File: config.mk
export PLATFORM = sky130hd
export DESIGN_NAME = history_fetch
export DESIGN_NICKNAME = d
export VERILOG_FILES = /design/src/rtl/trail_pkg.sv /design/src/rtl/pair_fifo.sv /design/src/rtl/history_fetch.sv
export SDC_FILE = /design/constraint.sdc
export NUM_CORES = 1
export LEC_CHECK = 0
export CORE_AREA = 2 2 119 121
export DETAILED_ROUTE_END_ITERATION = 10
export DIE_AREA = 0 0 121 123
export GPL_TIMING_DRIVEN = 0
export HOLD_SLACK_MARGIN = 0.15
export PLACE_DENSITY = 0.78
export SYNTH_ARGS = -nofsm -noshare
export SYNTH_HDL_FRONTEND = slang
export SYNTH_SLANG_ARGS = --single-unit
export TNS_END_PERCENT = 5
File: constraint.sdc
create_clock -name clk_in -period 3.74 [get_ports clk_in]
set_input_delay 0.748 -clock clk_in [delete_from_list [all_inputs] [get_ports clk_in]]
set_output_delay 0.748 -clock clk_in [all_outputs]
set_load 0.005 [all_outputs]
File: src/rtl/trail_pkg.sv
// Shared types and frame geometry for the trail-effect pipeline.
// Camera and history pixels are packed Y/Cb/Cr words.
package trail_pkg;

  localparam int COLOR_DEPTH = 8;
  localparam int Y_W         = 4;
  localparam int CB_W        = 2;
  localparam int CR_W        = 2;

  localparam int H_PIXELS    = 320;
  localparam int V_PIXELS    = 180;
  localparam int ADDR_WIDTH  = 16;

  typedef struct packed {
    logic [COLOR_DEPTH-1:0] camera;
    logic [COLOR_DEPTH-1:0] history;
    logic [ADDR_WIDTH-1:0]  addr;
  } pair_t;

  // Row-major frame-buffer address; H_PIXELS is a constant, so this is a shift-add.
  function automatic logic [ADDR_WIDTH-1:0] pixel_addr(input logic [10:0] hcount,
                                                       input logic [9:0]  vcount);
    return ADDR_WIDTH'(vcount) * ADDR_WIDTH'(H_PIXELS) + ADDR_WIDTH'(hcount);
  endfunction

endpackage

File: src/rtl/pair_fifo.sv
// Small synchronous FIFO of camera/history pairs with no internal flow control;
// the caller guarantees it never pushes into a full FIFO or pops an empty one.
module pair_fifo
  import trail_pkg::*;
#(
  parameter int DEPTH = 4
) (
  input  logic  clk,
  input  logic  rst,
  input  logic  push,
  input  logic  pop,
  input  pair_t din,
  output pair_t dout,
  output logic  empty,
  output logic  full
);

  localparam int PTR_W = (DEPTH > 1) ? $clog2(DEPTH) : 1;
  localparam int CNT_W = $clog2(DEPTH + 1);

  pair_t            mem [DEPTH];
  logic [PTR_W-1:0] wr_ptr;
  logic [PTR_W-1:0] rd_ptr;
  logic [CNT_W-1:0] count;

  function automatic logic [PTR_W-1:0] next_ptr(input logic [PTR_W-1:0] p);
    return (p == PTR_W'(DEPTH - 1)) ? '0 : p + PTR_W'(1);
  endfunction

  always_ff @(posedge clk or posedge rst) begin
    if (rst) begin
      wr_ptr <= '0;
      rd_ptr <= '0;
      count  <= '0;
    end else begin
      if (push) wr_ptr <= next_ptr(wr_ptr);
      if (pop)  rd_ptr <= next_ptr(rd_ptr);
      case ({push, pop})
        2'b10:   count <= count + CNT_W'(1);
        2'b01:   count <= count - CNT_W'(1);
        default: ;
      endcase
    end
  end

  always_ff @(posedge clk) begin
    if (push) mem[wr_ptr] <= din;
  end

  assign dout  = mem[rd_ptr];
  assign empty = (count == '0);
  assign full  = (count == CNT_W'(DEPTH));

endmodule

File: src/rtl/history_fetch.sv
// Issues history frame-buffer reads for in-range camera pixels, aligns the
// returned data with the delayed camera pixel and buffers pairs for the IIR stage.
module history_fetch
  import trail_pkg::*;
#(
  parameter int BRAM_LATENCY = 2,
  parameter int FIFO_DEPTH   = 4
) (
  input  logic                   clk_in,
  input  logic                   rst_in,
  input  logic                   cam_valid_in,
  output logic                   cam_ready_out,
  input  logic [COLOR_DEPTH-1:0] cam_pixel_in,
  input  logic [10:0]            cam_hcount_in,
  input  logic [9:0]             cam_vcount_in,
  output logic [ADDR_WIDTH-1:0]  hist_addr_out,
  output logic                   hist_rd_en_out,
  input  logic [COLOR_DEPTH-1:0] hist_data_in,
  output logic                   pair_valid_out,
  input  logic                   pair_ready_in,
  output logic [COLOR_DEPTH-1:0] history_out,
  output logic [COLOR_DEPTH-1:0] camera_out,
  output logic [ADDR_WIDTH-1:0]  addr_out
);

  localparam int CREDIT_W = $clog2(FIFO_DEPTH + 1);

  logic [CREDIT_W-1:0]    credits;
  logic                   first_frame;
  logic                   accept;
  logic                   in_range;
  logic                   issue;
  logic                   last_pixel;
  logic                   pop;
  logic [ADDR_WIDTH-1:0]  rd_addr;

  logic [BRAM_LATENCY-1:0] vld_p;
  logic [BRAM_LATENCY-1:0] zero_p;
  logic [COLOR_DEPTH-1:0]  cam_p  [BRAM_LATENCY];
  logic [ADDR_WIDTH-1:0]   addr_p [BRAM_LATENCY];

  pair_t push_pair;
  pair_t head_pair;
  logic  fifo_push;
  logic  fifo_empty;
  logic  fifo_full;

  // Ready depends only on registered credits, never on pair_ready_in.
  assign cam_ready_out = (credits != '0) && !rst_in;
  assign accept        = cam_valid_in && cam_ready_out;
  assign in_range      = (cam_hcount_in < 11'(H_PIXELS)) && (cam_vcount_in < 10'(V_PIXELS));
  assign issue         = accept && in_range;
  assign last_pixel    = (cam_hcount_in == 11'(H_PIXELS - 1)) &&
                         (cam_vcount_in == 10'(V_PIXELS - 1));
  assign rd_addr       = pixel_addr(cam_hcount_in, cam_vcount_in);

  assign hist_rd_en_out = issue;
  assign hist_addr_out  = issue ? rd_addr : '0;

  assign pop = pair_valid_out && pair_ready_in;

  always_ff @(posedge clk_in or posedge rst_in) begin
    if (rst_in) begin
      credits     <= CREDIT_W'(FIFO_DEPTH);
      first_frame <= 1'b1;
      vld_p       <= '0;
    end else begin
      case ({issue, pop})
        2'b10:   credits <= credits - CREDIT_W'(1);
        2'b01:   credits <= credits + CREDIT_W'(1);
        default: ;
      endcase
      // The final pixel of the first frame is still zeroed; it was captured above.
      if (accept && last_pixel) first_frame <= 1'b0;
      vld_p[0] <= issue;
      for (int i = 1; i < BRAM_LATENCY; i++) vld_p[i] <= vld_p[i-1];
    end
  end

  // Stage p0..p(BRAM_LATENCY-1): camera side delayed to meet the BRAM read data.
  always_ff @(posedge clk_in) begin
    cam_p[0]  <= cam_pixel_in;
    addr_p[0] <= rd_addr;
    zero_p[0] <= first_frame;
    for (int i = 1; i < BRAM_LATENCY; i++) begin
      cam_p[i]  <= cam_p[i-1];
      addr_p[i] <= addr_p[i-1];
      zero_p[i] <= zero_p[i-1];
    end
  end

  // Stage end: join with hist_data_in and push into the skid FIFO.
  assign fifo_push = vld_p[BRAM_LATENCY-1];
  assign push_pair = '{camera:  cam_p[BRAM_LATENCY-1],
                       history: zero_p[BRAM_LATENCY-1] ? '0 : hist_data_in,
                       addr:    addr_p[BRAM_LATENCY-1]};

  pair_fifo #(
    .DEPTH (FIFO_DEPTH)
  ) u_pair_fifo (
    .clk   (clk_in),
    .rst   (rst_in),
    .push  (fifo_push),
    .pop   (pop),
    .din   (push_pair),
    .dout  (head_pair),
    .empty (fifo_empty),
    .full  (fifo_full)
  );

  assign pair_valid_out = !fifo_empty;
  assign history_out    = fifo_empty ? '0 : head_pair.history;
  assign camera_out     = fifo_empty ? '0 : head_pair.camera;
  assign addr_out       = fifo_empty ? '0 : head_pair.addr;

  no_overflow: assert property (@(posedge clk_in) disable iff (rst_in)
                                !(fifo_full && fifo_push && !pop));

endmodule
==> summary.txt <==
Layout
  • Layout area overhead: 30.5%
  • Commonest non-fill, non-tap cell in the layout: edfxtp_1
  • Most frequent cells in the layout: 128 x edfxtp_1, 75 x clkdlybuf4s50_1, 50 x dfxtp_1, 47 x and2_1, 32 x mux4_2
  • ANT cells: 0
  • Layout cells sized above 1: between 20% and 30%
  • Fill cells: ~790
  • Total area of sequential cells: between 0.005 and 0.006 mm^2
  • NumNets Final: approximately 630
  • Area of the multi-input gates: ~0.0024 mm^2

Floorplan
  • Die height: about 120 um
  • Core area: 0.0136 mm^2
  • Die area: ~0.015 mm^2
  • IO Pins: a little over 90
  • Die Width: 121 um
  • Cell Rows: 43
  • Initial Util: 53.9%

Yosys
  • Synthesized instance count: 425
  • Asr flop ratio synth: between 6 and 7%
  • Number of synthesized flops with an enable pin: 128
  • Syn Area/Cell: 17.3 um^2
  • Unique cell type count in the Yosys netlist: 40
  • Warnings, synthesis: 0
  • Mapped cell area: ~0.0073 mm^2
  • Mapped Nets: 495
  • Commonest register cell after synthesis: edfxtp_1
  • Seq/Total Area, Yosys: a little over two thirds
  • Register bit total from synthesis: ~190

Critical path
  • Top cell by count, worst path: ha_4
  • Setup CP Type: primary input to output pin
  • Top Family by Delay on Critical Path: adder cells
  • Critical Path Fanout Max: 3
  • Startpoint types: primary input
  • Critical path's slowest cell: fa_2
  • Critical path capture point type: output pin
  • Buf/Inv on CP: 2
  • Worst Path Arrival: around 3000 ps
  • Critical Path RT: around 3000 ps
  • Ordered list of cells on the worst path: buf_8, ha_4, ha_4, fa_2, ha_4, a21oi_4, and4b_1, xnor2_1, and2_1, clkbuf_2
  • Crit-path max cell delay: around 550 ps

Detailed routing
  • Vias per cell: 5.35
  • Final wirelength: between 15000 and 20000 um
  • Remaining DRCs: 0
  • Initial DRC Count: between 200 and 250
  • DR pass1 iterations: 4
  • Via count: 4009
  • DR WL/cell: roughly 20 um
  • Post-DRT Antenna Nets: 0

Status
  • Status: complete, but fails checks
  • Failing checks: setup timing

Placement
  • RD Place Congestion: ~0.85
  • IO buf count: between 90 and 100
  • HPWL after detailed placement: between 8000 and 9000 um

Clock network
  • Root buffer cell: clkbuf_16
  • CTS tree: built
  • Clock-pin slew on the worst setup and hold paths: 70 ps
  • Clock Tree Buf Depth: 2
  • Hold_buf cts: 0
  • CTS Buf Count: 17
  • Clk Latency, worst-skew pair: about 430 ps
  • H-Tree Depth: 4
  • Clock Sinks: between 150 and 200

Power
  • Pleak: around 3.4 nW
  • Net Sw Power: approximately 1.6 mW
  • Comb power frac: around 30%
  • Switch share: between 20% and 30%
  • Clock power frac: roughly 29%
  • Pwr dens: roughly 650 mW/mm^2
  • Peak supply drop: 0.300 mV
  • Internal Pwr Total: between 4 and 5 mW
  • Power share of the sequential group: 40.6%

Global routing
  • First-pass GRT wire length: between 20000 and 25000 um
  • Gr ovfl total: 0
  • Pin count of the biggest net entering global routing: 33
  • Initial antenna violation count: 0
  • GR Util All Layers: 20.5%
  • Vias in the first global route: 4286

Timing
  • Final hold violations: 0
  • Layout Skew: around 6.8 ps
  • Post-layout min period: 3750 ps
  • Unrepaired setup endpoints after global routing: yes
  • Period utilization: 100%
  • Highest Clock Rate: about 0.27 GHz
  • Least-Margin Pin Slew: slightly below 900 ps
  • Final setup viols: 1
  • Final WS setup: -11.6 ps
  • Setup tns final: -11.6 ps
  • Final slew viol count: 0
  • Rel. slew slack: between 40% and 50%
  • Hold slack: 328 ps

Run
  • Max-cap violations: 0

Hold path
  • Hold Path Class: flop to flop
-- through the flow --
step | total power [mW] | setup WS [ps] | util, % | cell area, um^2 | instances
after CTS | 6.19 | -175 | 69.3 | 9430 | 742
after global placement | 4.18 | -959 | 62.2 | 8470 | 696
after global routing | 6.50 | -59.7 | 70.3 | 9570 | 750
final | 6.25 | -11.6 | 70.3 | 9570 | 750
after detailed placement | 4.23 | -978 | 62.3 | 8470 | 696
after floorplan | 3.49 | 268 | - | 7330 | 425
-- per-layer routing --
metal,GRT usage (%),wire (um)
met3,3.55,617
met5,0,0
met2,36.1,7920
met4,9.30,398
met1,25.0,6110
-- repair_timing --
action / CTS / global route
setup buffers: 14 / 8
gates resized for setup: 66 / 43
pin swaps: 17 / 27
gates cloned: 0 / 0
endpoints found under the setup margin: 11 / 12
-- Yosys cell counts, types with 2 or more instances --
library cell    n  share of area [%]
clkbuf_1       10               0.51
nand2_1         5               0.26
a21oi_1         6               0.41
mux2_2          2               0.31
dfxtp_1        50                 14
ha_1           25                4.3
mux4_2         32                9.8
or3_1           2               0.17
nor2_1         13               0.67
dfstp_2         2               0.72
o211ai_1        2               0.20
nor4_1          2               0.17
xor2_1          7               0.84
xnor2_1        11                1.3
and2_1         51                4.4
buf_2           3               0.20
nand4_1         2               0.17
inv_1          17               0.87
nor2b_1        10               0.85
dfrtp_1        11                3.8
edfxtp_1      128                 52
fa_1            4                1.1
and3_1          2               0.17
a211oi_1        2               0.20
a21o_1          2               0.20
nor3_1          3               0.20
o21ai_0         8               0.55
-- final timing paths --
path	end	start	cells past startpoint	slack, ps
min in group asynchronous	vld_p[0]	rst_in	2	690
worst max register to register	credits[1]	credits[2]	10	1110
worst min-delay path	cam_p[0][14]	cam_p[0][6]	0	330
max in group asynchronous	first_frame	rst_in	2	2680
worst max-delay path	hist_addr_out[15]	cam_vcount_in[3]	10	-10
worst min register to register	cam_p[0][14]	cam_p[0][6]	0	330
-- final cells by class --
| class | instances | area share, % |
|---|---|---|
| flip-flops and latches | 191 | 54.0 |
| clock inverters | 10 | 1.27 |
| inverters | 17 | 0.693 |
| repair buffers | 113 | 10.9 |
| well taps | 180 | 2.35 |
| clock buffers | 22 | 4.97 |
| multi-input cells | 204 | 25.0 |
| plain buffers | 13 | 0.706 |
-- cell families after synthesis --
logic type      synth area share [%]
compound gates                  2.51
xor+xnor                        2.15
fa+ha+maj                       5.36
buf+inv                         1.59
flops                           70.5
mux                             10.3
simple gates                    7.59
-- flip-flops by register name, summed over array words and instances, names as in the netlist, 2 cells and up --
register / flops
u_pair_fifo.rd_ptr: 2
cam_p: 16
credits: 3
vld_p: 2
u_pair_fifo.wr_ptr: 2
zero_p: 2
u_pair_fifo.count: 3
addr_p: 32
u_pair_fifo.mem: 128
-- worst reg2reg max path: stages, from the launching register on --
cell      delay, ps
dfstp_2         550
nor3_1           50
nor2_1          160
and3_1          250
o2111a_2        270
clkbuf_8        180
inv_1            90
ha_1            210
inv_1            70
fa_1            410
mux2_2          280
-- power groups by stage --
stage / logic, mW / clock network, mW / registers [mW]
2_1_floorplan: 0.942 / 0 / 2.55
3_3_place_gp: 1.62 / 0 / 2.56
3_5_place_dp: 1.66 / 0 / 2.58
4_1_cts: 1.83 / 1.82 / 2.53
5_1_grt: 2.03 / 1.91 / 2.55
6_report: 1.90 / 1.81 / 2.53
Power figures use the tool's default switching activity.
